==> config.mk <==
export PLATFORM = sky130hd
export DESIGN_NAME = multicycle_control_fsm
export DESIGN_NICKNAME = d
export VERILOG_FILES = /design/src/rtl/multicycle_control_fsm.sv
export SDC_FILE = /design/constraint.sdc
export NUM_CORES = 1
export LEC_CHECK = 0
export ABC_AREA = 1
export CAP_MARGIN = 40
export CORE_MARGIN = 3
export CORE_UTILIZATION = 38
export CTS_BUF_LIST = sky130_fd_sc_hd__clkbuf_4 sky130_fd_sc_hd__clkbuf_8
export CTS_CLUSTER_DIAMETER = 60
export CTS_CLUSTER_SIZE = 10
export DETAILED_ROUTE_END_ITERATION = 10
export GPL_ROUTABILITY_DRIVEN = 0
export GPL_TIMING_DRIVEN = 0
export PLACE_DENSITY = 0.74
export SETUP_SLACK_MARGIN = 0.5
export SLEW_MARGIN = 10
export SYNTH_ARGS = -nofsm -noshare
export SYNTH_HDL_FRONTEND = slang
export SYNTH_SLANG_ARGS = --single-unit
export TNS_END_PERCENT = 50
==> constraint.sdc <==
create_clock -name clk -period 1.6 [get_ports clk]
set_input_delay 0.32 -clock clk [delete_from_list [all_inputs] [get_ports clk]]
set_output_delay 0.32 -clock clk [all_outputs]
set_load 0.01 [all_outputs]
==> src/rtl/multicycle_control_fsm.sv <==
// multicycle_control_fsm
//   Main control sequencer of the multicycle processor. Walks every
//   instruction through fetch, decode, execute, memory and writeback,
//   decoding datapath strobes, mux selects and the 4-bit ALU opcode from
//   the registered state.
//
//   Handshake: mem_ready is a single-cycle completion signal. While the
//   FSM sits in FETCH, MEMRD or MEMWR it holds its request and all selects
//   steady; the cycle in which mem_ready=1 is the cycle the access
//   completes, and the FSM advances on the following clock edge.
//
// Ports
//   clk, rst               clock, synchronous active-high reset
//   instr_op, funct        instruction fields from the IR
//   zero_flag              ALU zero flag (used only in BRANCH)
//   mem_ready              memory access completes this cycle
//   pc_write .. alu_op     datapath controls
//   state_out              current state encoding (debug)
//   illegal                sticky illegal-instruction flag
module multicycle_control_fsm #(
  parameter int MUL_CYCLES = 3
) (
  input  logic       clk,
  input  logic       rst,
  input  logic [5:0] instr_op,
  input  logic [5:0] funct,
  input  logic       zero_flag,
  input  logic       mem_ready,
  output logic       pc_write,
  output logic       ir_write,
  output logic       iord,
  output logic       mem_write,
  output logic       reg_write,
  output logic       mem_to_reg,
  output logic       reg_dst,
  output logic       alu_src_a,
  output logic [1:0] alu_src_b,
  output logic [1:0] pc_src,
  output logic [3:0] alu_op,
  output logic [3:0] state_out,
  output logic       illegal
);

  typedef enum logic [3:0] {
    FETCH   = 4'd0,
    DECODE  = 4'd1,
    MEMADR  = 4'd2,
    MEMRD   = 4'd3,
    MEMWB   = 4'd4,
    MEMWR   = 4'd5,
    EXECUTE = 4'd6,
    ALUWB   = 4'd7,
    BRANCH  = 4'd8,
    ADDIEX  = 4'd9,
    ADDIWB  = 4'd10,
    JUMP    = 4'd11,
    TRAP    = 4'd12
  } state_t;

  localparam logic [5:0] OP_RTYPE = 6'b000000;
  localparam logic [5:0] OP_LW    = 6'b100011;
  localparam logic [5:0] OP_SW    = 6'b101011;
  localparam logic [5:0] OP_BEQ   = 6'b000100;
  localparam logic [5:0] OP_ADDI  = 6'b001000;
  localparam logic [5:0] OP_J     = 6'b000010;

  localparam logic [3:0] MUL_LAST = 4'(MUL_CYCLES - 1);

  state_t     state, next_state;
  logic [3:0] mul_cnt, mul_cnt_next;
  logic       illegal_q;

  logic       funct_legal;
  logic       is_mul;
  logic [3:0] funct_alu_op;

  // R-type function decode shared by DECODE (legality) and EXECUTE (opcode).
  always_comb begin
    funct_legal  = 1'b1;
    funct_alu_op = 4'b0000;
    case (funct)
      6'b100000: funct_alu_op = 4'b0000;
      6'b100010: funct_alu_op = 4'b0001;
      6'b011000: funct_alu_op = 4'b0010;
      6'b100100: funct_alu_op = 4'b0011;
      6'b100101: funct_alu_op = 4'b0100;
      default:   funct_legal  = 1'b0;
    endcase
  end

  assign is_mul = (funct == 6'b011000);

  always_ff @(posedge clk) begin
    if (rst) begin
      state     <= FETCH;
      mul_cnt   <= 4'd0;
      illegal_q <= 1'b0;
    end else begin
      state   <= next_state;
      mul_cnt <= mul_cnt_next;
      if (next_state == TRAP) illegal_q <= 1'b1;
    end
  end

  always_comb begin
    next_state   = state;
    mul_cnt_next = mul_cnt;
    pc_write     = 1'b0;
    ir_write     = 1'b0;
    iord         = 1'b0;
    mem_write    = 1'b0;
    reg_write    = 1'b0;
    mem_to_reg   = 1'b0;
    reg_dst      = 1'b0;
    alu_src_a    = 1'b0;
    alu_src_b    = 2'b00;
    pc_src       = 2'b00;
    alu_op       = 4'b0000;

    case (state)
      FETCH: begin
        alu_src_b = 2'b01;
        ir_write  = mem_ready;
        pc_write  = mem_ready;
        if (mem_ready) next_state = DECODE;
      end
      DECODE: begin
        alu_src_b    = 2'b11;
        mul_cnt_next = 4'd0;
        case (instr_op)
          OP_RTYPE:     next_state = funct_legal ? EXECUTE : TRAP;
          OP_LW, OP_SW: next_state = MEMADR;
          OP_BEQ:       next_state = BRANCH;
          OP_ADDI:      next_state = ADDIEX;
          OP_J:         next_state = JUMP;
          default:      next_state = TRAP;
        endcase
      end
      MEMADR: begin
        alu_src_a  = 1'b1;
        alu_src_b  = 2'b10;
        next_state = (instr_op == OP_SW) ? MEMWR : MEMRD;
      end
      MEMRD: begin
        iord = 1'b1;
        if (mem_ready) next_state = MEMWB;
      end
      MEMWB: begin
        reg_write  = 1'b1;
        mem_to_reg = 1'b1;
        next_state = FETCH;
      end
      MEMWR: begin
        iord      = 1'b1;
        mem_write = 1'b1;
        if (mem_ready) next_state = FETCH;
      end
      EXECUTE: begin
        alu_src_a    = 1'b1;
        alu_op       = funct_alu_op;
        mul_cnt_next = mul_cnt + 4'd1;
        // Multiply holds here until the counter reaches MUL_CYCLES-1.
        if (!is_mul || mul_cnt == MUL_LAST) next_state = ALUWB;
      end
      ALUWB: begin
        reg_write  = 1'b1;
        reg_dst    = 1'b1;
        next_state = FETCH;
      end
      BRANCH: begin
        alu_src_a  = 1'b1;
        alu_op     = 4'b0001;
        pc_src     = 2'b01;
        pc_write   = zero_flag;
        next_state = FETCH;
      end
      ADDIEX: begin
        alu_src_a  = 1'b1;
        alu_src_b  = 2'b10;
        next_state = ADDIWB;
      end
      ADDIWB: begin
        reg_write  = 1'b1;
        next_state = FETCH;
      end
      JUMP: begin
        pc_src     = 2'b10;
        pc_write   = 1'b1;
        next_state = FETCH;
      end
      TRAP:    next_state = TRAP;
      default: next_state = FETCH;
    endcase

    // Reset silences the datapath in the very cycle it is asserted.
    if (rst) begin
      pc_write   = 1'b0;
      ir_write   = 1'b0;
      iord       = 1'b0;
      mem_write  = 1'b0;
      reg_write  = 1'b0;
      mem_to_reg = 1'b0;
      reg_dst    = 1'b0;
      alu_src_a  = 1'b0;
      alu_src_b  = 2'b00;
      pc_src     = 2'b00;
      alu_op     = 4'b0000;
    end
  end

  assign state_out = rst ? 4'd0 : state;
  assign illegal   = illegal_q & ~rst;

endmodule

---- Word level (Yosys, flattened, before mapping) ----
Index checks and enable logic that the tools add are counted.
word-level totals
  bits in registers ....................... 9
  output and inout port bits .............. 21
  word-level logic and storage cells ...... 75
  input port bits ......................... 16
operators by class
  bitwise logic cells ..................... 2
  mux-type cells .......................... 34
  reduce and logical (&&, ||, !) cells .... 11
  equality and inequality tests ........... 24
  $add $sub $neg .......................... 1
operator list
  kind                                                  number
  equality test 6 bit (second input constant)           6
  one-hot mux 4 bit (8 select lines)                    1
  2-to-1 mux 4 bit                                      7
  equality test 4 bit (second input constant)           6
  one-hot mux 4 bit (5 select lines)                    1
  equality test 4 x 3 -> 1 bit (second input constant)  4
  2-to-1 mux 1 bit                                      16
  one-hot mux 4 bit (2 select lines)                    2
  equality test 4 x 2 -> 1 bit (second input constant)  3
  one-hot mux 3 bit (4 select lines)                    1
  equality test 6 x 2 -> 1 bit (second input constant)  1
  equality test 6 x 3 -> 1 bit (second input constant)  1
  equality test 6 x 4 -> 1 bit (second input constant)  1
  equality test 6 x 5 -> 1 bit (second input constant)  1
  zero test 6 bit                                       1
  one-hot mux 2 bit (3 select lines)                    1
  OR reduction 2 bit                                    3
  OR reduction 5 bit                                    1
  adder 4 x 1 -> 4 bit (second input constant)          1
  equality test 4 x 1 -> 1 bit (second input constant)  1
  zero test 4 bit                                       1
  2-to-1 mux 2 bit                                      2
  one-hot mux 2 bit (2 select lines)                    1
  OR reduction 4 bit                                    1
  other kinds (8)                                       8

---- Longest topological paths before layout ----
Gate-level depths: netlist of run 1.
  word-level depth ........................ 7
  mapped depth ............................ 9
  mapped depth without buffers ............ 9

---- Least setup slack after synthesis of run 1 ----
No wires, ideal clock.
  path kind ............................... register to output
  from .................................... register state[3]
  to ...................................... output port pc_write
  stages on the path, launching flop included .. 8
  setup slack ............................. 0.105 ns
  data required time ...................... 1.280 ns
  path buffers ............................ 0
  data arrival time ....................... 1.175 ns
  cell sequence ........................... dfxtp_1 > inv_1 > nor2_1 > inv_1 > nor2_1 > inv_1 > nor2_1 > a211o_1
on the way
  longest elaborated chain between the ends .. 3
  elaborated cells between the ends (all ways) .. 5
  those cells by class .................... eq/ne (2); mux (2); reduce/logical (1)
RTL lines
  what                                                           RTL line  text
  from (decl)                                                    69        state_t state, next_state;
  from (signal assigned)                                         99        state <= next_state;
  equality test 4 bit / zero test 4 bit (equally long branches)  120       case (state)
  one-hot mux 1 bit (3 select lines) (*)                         120
  2-to-1 mux 1 bit (*)                                           196       if (rst) begin
  to (decl)                                                      29        output logic pc_write,
Every way passes the cells marked *; elsewhere a longest branch is shown, timed or not.

---- Worst setup path after layout of run 1 ----
  from .................................... register state[2]
  to ...................................... output port alu_src_b[1]
on the way
  longest elaborated chain between the ends .. 4
  elaborated cells between the ends (all ways) .. 7
  those cells by class .................... eq/ne (3); mux (2); reduce/logical (2)
RTL lines
  what                                                                        RTL line  text
  equality test 4 bit / equality test 4 x 2 -> 1 bit (equally long branches)  120
  OR reduction 2 bit (no line)                                                -
  one-hot mux 2 bit (3 select lines) (*)                                      120
  2-to-1 mux 2 bit (*)                                                        196
  to (decl)                                                                   37        output logic [1:0] alu_src_b,
Marked as above.

==> results of run 1 <==
-- path summary, 6_finish.rpt --
check / startpoint / to / slack (ps) / cells past startpoint
setup / recovery: state[2] / alu_src_b[1] / -180 / 6
setup reg to reg: state[3] / illegal_q / 110 / 11
hold / removal: rst / state[3] / 460 / 4
hold reg to reg: mul_cnt[3] / mul_cnt[3] / 470 / 2
-- metrics by stage --
stage | hold slack [ps] | util (%)
global route | 454 | 85.3
detailed placement | 457 | 64.9
floorplan | 437 | -
finish | 459 | 85.3
global placement | 449 | 64.9
CTS | 460 | 75.7
-- sequential cells by signal (all words and copies together) (netlist names) --
| name | cells |
|---|---|
| illegal_q | 1 |
| state | 4 |
| mul_cnt | 4 |
-- final cells by class --
class	count	area share [%]
Tap cell	27	1.90
Multi-Input combinational cell	116	48.8
Timing Repair Buffer	60	27.1
Buffer	3	2.11
Clock buffer	4	1.69
Inverter	30	7.33
Sequential cell	9	11.0
-- critical path, cell delays in order (launching register included) --
cell and delay, ps:
dfxtp_4 400, nor2_4 170, inv_2 80, nor2_4 150, inv_4 70, a31oi_1 160, buf_2 160
-- synth_stat cells (2+ instances only) --
| cell | count |
|---|---|
| nor2_1 | 36 |
| inv_1 | 28 |
| nand2_1 | 23 |
| nand3_1 | 17 |
| a21oi_1 | 12 |
| dfxtp_1 | 9 |
| nor3_1 | 4 |
| o21ai_0 | 4 |
| a31oi_1 | 2 |
| ha_1 | 2 |
| inv_2 | 2 |
| nand2_2 | 2 |
| nand4_1 | 2 |
| nor2_4 | 2 |
-- timing repair --
item | CTS | global route
pin swaps | 29 | 24
hold buffers | 0 | 0
setup endpoints to repair | 29 | 29
setup buffers | 18 | 7
resized for setup | 144 | 43
-- routing by layer --
layer  part of all wire, %  wire length [um]
met2                    54              2160
met1                    36              1430
met4                   3.7               150
met5                     0                 0
met3                   6.5               262
-- cells by family after synthesis --
logic type                 Yosys count
xor gates and xnor gates             1
and+or+nand+nor                     87
AOI/OAI and AO/OA                   25
buffers and inverters               33
DFF                                  9
adders and majority gates            2
other                                1
-- report_power, final --
part	total [W]	leakage [nW]	internal, W	switching (W)
combinational	0.000387	0.787	0.000171	0.000215
clock	0.000191	0.0184	0.000113	0.0000780
sequential	0.000260	0.0759	0.000232	0.0000276
==> run_results.csv, run 1 <==
group,metric,value,unit
outcome,status,"finished, violations left",
outcome,violations,"negative setup slack",
placed_design,portBuffers,35,
die,die_area,0.00294,mm^2
placed_design,dpl.hpwl,2080,um
power_and_ir_drop,power.leakage,0.881,nW
setup_path,start_kind,"flip-flop",
clock_tree,numCtsBuffers,3,
sta,period_share,111,%
synth,synth_top_family_by_area,"simple AND/OR/NAND/NOR gates",
clock_tree,cts_max_level,1,
final_layout,layout_commonest_cell,"buf_4",
route,num_vias,1360,
sta,hold_viol_final,0,
route,vias_per_cell,5.46,
synth,yosysSeqAreaShare,20.4,%
die,ioPinCount,37,
synth,synthXorXnorAreaFrac,0.992,%
synth,synthSimpleGateAreaFrac,43.5,%
synth,synthDistinctLibCells,27,
final_layout,num-fill-cells,125,
route,first_iter_violations,48,
synth,synth-compound-area-share,17.4,%
power_and_ir_drop,cellPowerDensity,472,mW/mm^2
setup_path,end_kind,"primary output",
clock_tree,cts_root_buffer,"clkbuf_4",
grt,use_met1,23.6,%
synth,yosys_most_used_dff,"dfxtp_1",
die,start_util,42.4,%
placed_design,place_ws,-768,ps
final_layout,drive_above_1_share,57.7,%
sta,setup_ws,-175,ps
grt,grt_busiest_layer,"met2",
sta,skew,1.61,ps
final_layout,fin_cells,249,
synth,netlist.area_leader.share,20.4,%
synth,synth_edf_count,0,
sta,min_period,1780,ps
power_and_ir_drop,fin_total_pwr,0.000837,W
final_layout,seq_area,195,um^2
job,maxCapViolCount,0,
synth,ys_seq_elements,9,
final_layout,area_delta_synth_final,101,%
die,fp.dieW,54.2,um
die,die_height,54.2,um
clock_tree,clkSinkCount,9,
clock_tree,clock_latency,250,ps
synth,synth-adder-area-share,2.83,%
synth,postSynthCellCount,158,
route,drt_first_pass_iters,4,
setup_path,required,1280,ps
sta,fin_setup_tns,-745,ps
clock_tree,cts.path.max_buffers,2,
placed_design,place_area,0.00135,mm^2
sta,rsz0062_at_grt,"yes",
route,wirelength,4000,um
final_layout,final_cell_mix,"22 x buf_4, 16 x nor2_4, 16 x nand2_1, 16 x buf_2",
setup_path,crit_fanout,5,
synth,yosys_warnings,0,
route,drc_errors,0,
setup_path,crit_type,"flip-flop to primary output",
sta,finalMaxSlewViolations,0,
synth,muxShareOfSynthArea,0,%
synth,syn_area_per_cell,5.59,um^2
route,wl_per_cell,16.1,um
setup_path,crit_arrival,1460,ps
power_and_ir_drop,vdd_drop_max,0.698,mV
final_layout,diodes,0,
grt,grt_pass1_wl,5430,um
grt,grt_max_degree,8,
synth,synthArstFlopShare,0,%
synth,synth_nets,176,
final_layout,multi_input_area,867,um^2
die,fp.coreArea,0.00208,mm^2
route,drtAntennaViolNets,0,
grt,met2_usage,50.0,%
final_layout,final_net_count,241,
sta,setup_viol,10,
die,rows,16,
synth,syn_area,883,um^2
grt,grt_pass1_vias,1282,
synth,yosys.area.top_type,"dfxtp_1",
placed_design,dp.cells,220,
grt,grt-ovfl-total,0,
final_layout,final_area,0.00178,mm^2
sta,fmax,563,MHz
synth,ys_top_cells_by_area,"dfxtp_1 20%, nor2_1 15%, inv_1 12%",
clock_tree,cts_tree,"built",
clock_tree,clkTransAtPathRegs,60,ps
grt,antenna_found_initial,0,
grt,grt.total_usage,25.3,%
worst_hold_path,holdCritPathClass,"input pin to flip-flop",
grt,use_met3,4.90,%
Power figures use the tool's default switching activity.
==> inputs of run 2 (changes only) <==
--- a/config.mk
+++ b/config.mk
@@ -10,7 +10,7 @@
 export CORE_MARGIN = 3
 export CORE_UTILIZATION = 38
 export CTS_BUF_LIST = sky130_fd_sc_hd__clkbuf_4 sky130_fd_sc_hd__clkbuf_8
-export CTS_CLUSTER_DIAMETER = 60
+export CTS_CLUSTER_DIAMETER = 40
 export CTS_CLUSTER_SIZE = 10
 export DETAILED_ROUTE_END_ITERATION = 10
 export GPL_ROUTABILITY_DRIVEN = 0
==> results of run 2 <==
The final DEF is identical to that of run 1; final timing and power are the same.
